### src/rtl/seq_det_ctrl_if.sv
// Control/data bundle for the serial pattern detector: frame config, bit stream, status.
// Latency: none, pure wiring.
// Backpressure: none; bits are qualified by seq_valid only and are never stalled.
interface seq_det_ctrl_if #(
  parameter int CNT_W = 8,
  parameter int LEN_W = 8
);
  logic             start;
  logic [3:0]       cfg_pattern;
  logic             cfg_overlap;
  logic [LEN_W-1:0] cfg_len;
  logic             seq;
  logic             seq_valid;
  logic             busy;
  logic             det;
  logic [CNT_W-1:0] det_count;
  logic             ovf;
  logic             done;

  // Frame controller side: issues config and bits, observes status.
  modport master (
    output start, cfg_pattern, cfg_overlap, cfg_len, seq, seq_valid,
    input  busy, det, det_count, ovf, done
  );

  // Detector side.
  modport slave (
    input  start, cfg_pattern, cfg_overlap, cfg_len, seq, seq_valid,
    output busy, det, det_count, ovf, done
  );
endinterface

### src/rtl/seq_det_ctrl.sv
// Framed 4-bit serial pattern detector with saturating match counter and overlap option.
// Latency: det one cycle after the sampling edge; done one cycle after the last frame bit.
// Backpressure: none; idle cycles (seq_valid=0) freeze the shift history and bit count.
module seq_det_ctrl #(
  parameter int CNT_W = 8,
  parameter int LEN_W = 8
) (
  input  logic          clk,
  input  logic          arstn,
  seq_det_ctrl_if.slave bus
);

  typedef enum logic [1:0] {
    IDLE = 2'd0,
    RUN  = 2'd1,
    DONE = 2'd2
  } state_t;

  localparam logic [CNT_W-1:0] CNT_MAX = '1;

  state_t           state;
  state_t           state_nxt;

  // Frame configuration captured when start is accepted.
  logic [3:0]       pat_q;
  logic             ovl_q;
  logic [LEN_W-1:0] len_q;

  // Shift history, number of history bits that count toward a match (0..4), bits consumed.
  logic [3:0]       hist;
  logic [2:0]       fill;
  logic [LEN_W-1:0] bit_cnt;

  logic             det_q;
  logic             ovf_q;
  logic [CNT_W-1:0] cnt_q;

  logic             accept;
  logic             take_bit;
  logic             match;
  logic [3:0]       hist_sh;
  logic [2:0]       fill_inc;
  logic [LEN_W-1:0] bit_inc;

  assign hist_sh  = {hist[2:0], bus.seq};
  assign fill_inc = (fill >= 3'd4) ? 3'd4 : fill + 3'd1;
  assign bit_inc  = bit_cnt + 1'b1;
  // Match is judged on the history as it will be after this bit shifts in.
  assign match    = take_bit && (hist_sh == pat_q) && (fill_inc == 3'd4);

  // State register.
  always_ff @(posedge clk or negedge arstn) begin
    if (!arstn) state <= IDLE;
    else        state <= state_nxt;
  end

  // Next-state decode plus the start-accept and bit-consume strobes.
  always_comb begin
    state_nxt = state;
    accept    = 1'b0;
    take_bit  = 1'b0;
    case (state)
      IDLE: begin
        if (bus.start) begin
          accept    = 1'b1;
          state_nxt = (bus.cfg_len == '0) ? DONE : RUN;
        end
      end
      RUN: begin
        if (bus.seq_valid) begin
          take_bit = 1'b1;
          if (bit_inc == len_q) state_nxt = DONE;
        end
      end
      DONE:    state_nxt = IDLE;
      default: state_nxt = IDLE;
    endcase
  end

  // Datapath: config latch, history shift, match pulse and saturating counter.
  always_ff @(posedge clk or negedge arstn) begin
    if (!arstn) begin
      pat_q   <= '0;
      ovl_q   <= 1'b0;
      len_q   <= '0;
      hist    <= '0;
      fill    <= '0;
      bit_cnt <= '0;
      det_q   <= 1'b0;
      ovf_q   <= 1'b0;
      cnt_q   <= '0;
    end else begin
      det_q <= match;
      if (accept) begin
        pat_q   <= bus.cfg_pattern;
        ovl_q   <= bus.cfg_overlap;
        len_q   <= bus.cfg_len;
        hist    <= '0;
        fill    <= '0;
        bit_cnt <= '0;
        cnt_q   <= '0;
        ovf_q   <= 1'b0;
      end else if (take_bit) begin
        hist    <= hist_sh;
        bit_cnt <= bit_inc;
        // Non-overlapping mode restarts the fill so the next match needs four fresh bits.
        fill    <= (match && !ovl_q) ? 3'd0 : fill_inc;
        if (match) begin
          if (cnt_q == CNT_MAX) ovf_q <= 1'b1;
          else                  cnt_q <= cnt_q + 1'b1;
        end
      end
    end
  end

  assign bus.busy      = (state == RUN);
  assign bus.done      = (state == DONE);
  assign bus.det       = det_q;
  assign bus.det_count = cnt_q;
  assign bus.ovf       = ovf_q;

endmodule

### src/flat_wrapper.sv
// flat-port wrapper written by rule: the top's interface ports become plain ports
module seq_det_ctrl_flat 
#(
  parameter int CNT_W = 8,
  parameter int LEN_W = 8
)
  (clk, arstn, bus_start, bus_cfg_pattern, bus_cfg_overlap, bus_cfg_len, bus_seq, bus_seq_valid, bus_busy, bus_det, bus_det_count, bus_ovf, bus_done);
  seq_det_ctrl_if #(.CNT_W(CNT_W), .LEN_W(LEN_W)) bus_i ();
  input  logic clk;
  input  logic arstn;
  input wire logic [$bits(bus_i.start)-1:0] bus_start;
  input wire logic [$bits(bus_i.cfg_pattern)-1:0] bus_cfg_pattern;
  input wire logic [$bits(bus_i.cfg_overlap)-1:0] bus_cfg_overlap;
  input wire logic [$bits(bus_i.cfg_len)-1:0] bus_cfg_len;
  input wire logic [$bits(bus_i.seq)-1:0] bus_seq;
  input wire logic [$bits(bus_i.seq_valid)-1:0] bus_seq_valid;
  output wire logic [$bits(bus_i.busy)-1:0] bus_busy;
  output wire logic [$bits(bus_i.det)-1:0] bus_det;
  output wire logic [$bits(bus_i.det_count)-1:0] bus_det_count;
  output wire logic [$bits(bus_i.ovf)-1:0] bus_ovf;
  output wire logic [$bits(bus_i.done)-1:0] bus_done;
  assign bus_i.start = bus_start;
  assign bus_i.cfg_pattern = bus_cfg_pattern;
  assign bus_i.cfg_overlap = bus_cfg_overlap;
  assign bus_i.cfg_len = bus_cfg_len;
  assign bus_i.seq = bus_seq;
  assign bus_i.seq_valid = bus_seq_valid;
  assign bus_busy = bus_i.busy;
  assign bus_det = bus_i.det;
  assign bus_det_count = bus_i.det_count;
  assign bus_ovf = bus_i.ovf;
  assign bus_done = bus_i.done;
  seq_det_ctrl #(.CNT_W(CNT_W), .LEN_W(LEN_W)) u_core (.clk(clk), .arstn(arstn), .bus(bus_i));
endmodule
### config.mk
export PLATFORM = sky130hd
export DESIGN_NAME = seq_det_ctrl_flat
export DESIGN_NICKNAME = d
export VERILOG_FILES = /design/src/rtl/seq_det_ctrl_if.sv /design/src/rtl/seq_det_ctrl.sv /design/src/flat_wrapper.sv
export SDC_FILE = /design/constraint.sdc
export NUM_CORES = 1
export LEC_CHECK = 0
export CELL_PAD_IN_SITES_DETAIL_PLACEMENT = 1
export CELL_PAD_IN_SITES_GLOBAL_PLACEMENT = 2
export CORE_MARGIN = 10
export CORE_UTILIZATION = 38
export DETAILED_ROUTE_END_ITERATION = 6
export DONT_BUFFER_PORTS = 1
export PLACE_DENSITY = 0.85
export SYNTH_ARGS = -nofsm -noshare
export SYNTH_HDL_FRONTEND = slang
export SYNTH_SLANG_ARGS = --single-unit
export TNS_END_PERCENT = 100
### constraint.sdc
create_clock -name clk -period 2.71 [get_ports clk]
set_input_delay 0.1355 -clock clk [delete_from_list [all_inputs] [get_ports clk]]
set_output_delay 0.1355 -clock clk [all_outputs]
set_load 0.02 [all_outputs]
==> impl_metrics.env <==
export IMPL_status="finished clean"
export IMPL_synth_compound_area_frac=0.111
export IMPL_synth_xor_area_share=0.0796
export IMPL_hp_class="in -> reg"
export IMPL_endpoint_kind="flop"
export IMPL_vias=1540
export IMPL_start_util=0.390
export IMPL_grt_remaining_overflow=0
export IMPL_dr_first_iter_drc_count=93
export IMPL_detail_route_wl_per_cell_um=16.9
export IMPL_ys_seq_area_frac=0.493
export IMPL_root_buffer="clkbuf_8"
export IMPL_hold_viol=0
export IMPL_cts_tree="done"
export IMPL_finalSetupViolations=0
export IMPL_synth_top_area_frac=0.493
export IMPL_ant_nets=0
export IMPL_die_x_um=92.2
export IMPL_ys_types=39
export IMPL_synth_seq_cells=39
export IMPL_portBuffers=0
export IMPL_drv_slew=0
export IMPL_io_pins=30
export IMPL_synth_area_leaders="dfrtp_1 49%, nand2_1 10%, xnor2_1 6.2%"
export IMPL_tns_ns=0
export IMPL_max_slew_margin=0.544
export IMPL_layout_drive_gt1_share=0.0746
export IMPL_synthSimpleGateAreaFrac=0.239
export IMPL_grt_pass1_vias=1708
export IMPL_drv_cap=0
export IMPL_antennaDiodeCount=0
export IMPL_grt_pass1_wl_um=8660
export IMPL_drt_total_wl_um=5020
export IMPL_rows=26
export IMPL_start_kind="flop"
export IMPL_cpPeakStageDelay_ns=0.47
export IMPL_muxShareOfSynthArea=0.0202
export IMPL_dpl_hpwl_um=3520
export IMPL_cp_cell_sequence="inv_1 > ha_1 > and3b_1 > o2111ai_1 > nor4_4 > a31oi_1 > a41o_1"
export IMPL_synth_top_flop_cell="dfrtp_1"
export IMPL_place_area_um2=2040
export IMPL_cts_buffer_depth=2
export IMPL_synthArstFlopShare=1.00
export IMPL_htreeDepth=2
export IMPL_coreArea_um2=5070
export IMPL_clk_latency_ns=0.29
export IMPL_fin_util=0.453
export IMPL_crit_slowest_cell="nor4_4"
export IMPL_power_density_nw_per_um2=850
export IMPL_synth_edf_count=0
export IMPL_grt_usage=0.125
export IMPL_dieArea_um2=8500
export IMPL_synthesis_instances=209
export IMPL_vdd_drop_max_mv=0.417
export IMPL_total_power_mw=1.95
export IMPL_die_h_um=92.2
export IMPL_cts_sinks=39
export IMPL_gp_congestion=0.797
export IMPL_ctsResizeCount=0
export IMPL_area_growth_pct=16.1
export IMPL_numCtsBuffers=5
export IMPL_synth_commonest_cells="55 x nand2_1, 39 x dfrtp_1, 16 x nor2_1"
export IMPL_yosysMostFrequentCell="nand2_1"
export IMPL_path_clk_slew_ns=0.08
export IMPL_arrival_ns=2.45
export IMPL_grt_max_degree=40
export IMPL_yosysWarnings=0
export IMPL_tightest_slew_ns=0.682
export IMPL_first_pass_iters=4
export IMPL_whs_ns=0.0747
export IMPL_critPathKind="reg -> reg"
export IMPL_synth_top_family_by_area="simple AND/OR/NAND/NOR gates"
export IMPL_stdcell_area_um2=2300
export IMPL_synthesis_nets=231
export IMPL_post_route_drc_count=0
export IMPL_synth_area_um2=1980
export IMPL_vias_per_cell=5.17
export IMPL_cellLeakagePower_nw=1.06
export IMPL_period_needed_ns=2.26
export IMPL_fmax_ghz=0.442
export IMPL_antenna_found_initial=0
export IMPL_yosys_area_top_type="dfrtp_1"
export IMPL_rsz0062_at_grt="false"
export IMPL_fin_skew_ns=0.00395
export IMPL_nets=249
export IMPL_crit_path_max_fanout=5
export IMPL_avgSynthCellArea_um2=9.47
export IMPL_period_share=0.836
export IMPL_yosys_area_share_adder=0.0253
export IMPL_critPathRequiredTime_ns=2.90
-- metal layers --
| metal | vias up | GRT usage | routed length (um) |
|---|---|---|---|
| li1 | 754 | - | - |
| met1 | 757 | 0.152 | 2260 |
| met2 | 22 | 0.196 | 2450 |
| met3 | 7 | 0.0440 | 245 |
| met4 | 0 | 0.0527 | 73 |
| met5 | - | 0 | 0 |
-- logic make-up after synthesis --
family,count (synthesis)
AND/OR/NAND/NOR,99
flip-flops,39
AO/OA/AOI/OAI,32
XOR/XNOR,18
buffers and inverters,13
multiplexers,4
adder cells (fa/ha/maj),4
-- worst paths after layout --
path / from / endpoint / slack, ns / cells past startpoint
worst min register to register: u_core.len_q[5]$_DFFE_PN0P_ / u_core.len_q[5]$_DFFE_PN0P_ / 0.50 / 2
worst max register to register: u_core.fill[0]$_DFFE_PN0P_ / u_core.bus.det_count[5]$_DFFE_PN0P_ / 0.45 / 7
max in group asynchronous: arstn / u_core.state[1]$_DFFE_PN0P_ / 2.21 / 2
min in group asynchronous: arstn / u_core.hist[2]$_DFFE_PN0P_ / 0.31 / 2
worst max-delay path: u_core.fill[0]$_DFFE_PN0P_ / u_core.bus.det_count[5]$_DFFE_PN0P_ / 0.45 / 7
worst min-delay path: bus_cfg_len[2] / u_core.state[1]$_DFFE_PN0P_ / 0.07 / 3
-- where the power goes --
group | internal (mW) | switching [mW] | total, mW
Sequential | 0.750 | 0.181 | 0.931
Combinational | 0.290 | 0.339 | 0.629
Clock | 0.177 | 0.217 | 0.393
Total | 1.22 | 0.737 | 1.95
-- area by class of cell --
| class | count | area (um2) |
|---|---|---|
| timing repair buffer | 19 | 193 |
| fill | 606 | 2780 |
| clock inverter | 3 | 15.0 |
| sequential | 39 | 976 |
| clock buffer | 5 | 68.8 |
| tap | 70 | 87.6 |
| multi-input combinational | 157 | 940 |
| inverter | 5 | 18.8 |
-- per-stage QoR --
step           instances  setup WS (ns)
5_1_grt              298          0.290
2_1_floorplan        209          0.742
6_report             298          0.445
3_5_place_dp         274          0.498
4_1_cts              298          0.469
3_3_place_gp         274          0.629
-- timing repair --
item,in CTS,in global routing
hold buffers,16,0
buffers inserted,0,0
hold endpoints to repair,53,0
-- state kept, by name, summed over array words and instances, names as in the netlist --
signal,cells
u_core.bit_cnt,8
u_core.bus.det_count,8
u_core.len_q,8
u_core.pat_q,4
u_core.fill,3
u_core.hist,3
u_core.state,2
u_core.bus.det,1
u_core.bus.ovf,1
u_core.ovl_q,1
-- placed cells by master, fill, tap and decap left out, drive strengths merged, types with 4 or more instances in the layout --
cell type    instances
a22o                 5
buf                  4
clkbuf               5
dfrtp               39
dlygate4sd3         15
ha                   4
inv                  5
mux2i                4
nand2               55
nand3                4
nand4                4
nor2                16
nor4                 4
o21ai               14
xnor2               14
xor2                 4
-- worst max-delay path, delay by kind of cell, from the launching register on --
| kind | cells | cell delay [ns] |
|---|---|---|
| and+or+nand+nor | 2 | 0.70 |
| AOI/OAI and AO/OA | 3 | 0.67 |
| DFF | 1 | 0.42 |
| adders and majority gates | 1 | 0.31 |
| buffers and inverters | 1 | 0.07 |
No activity file was read; power rests on OpenSTA's default activity.
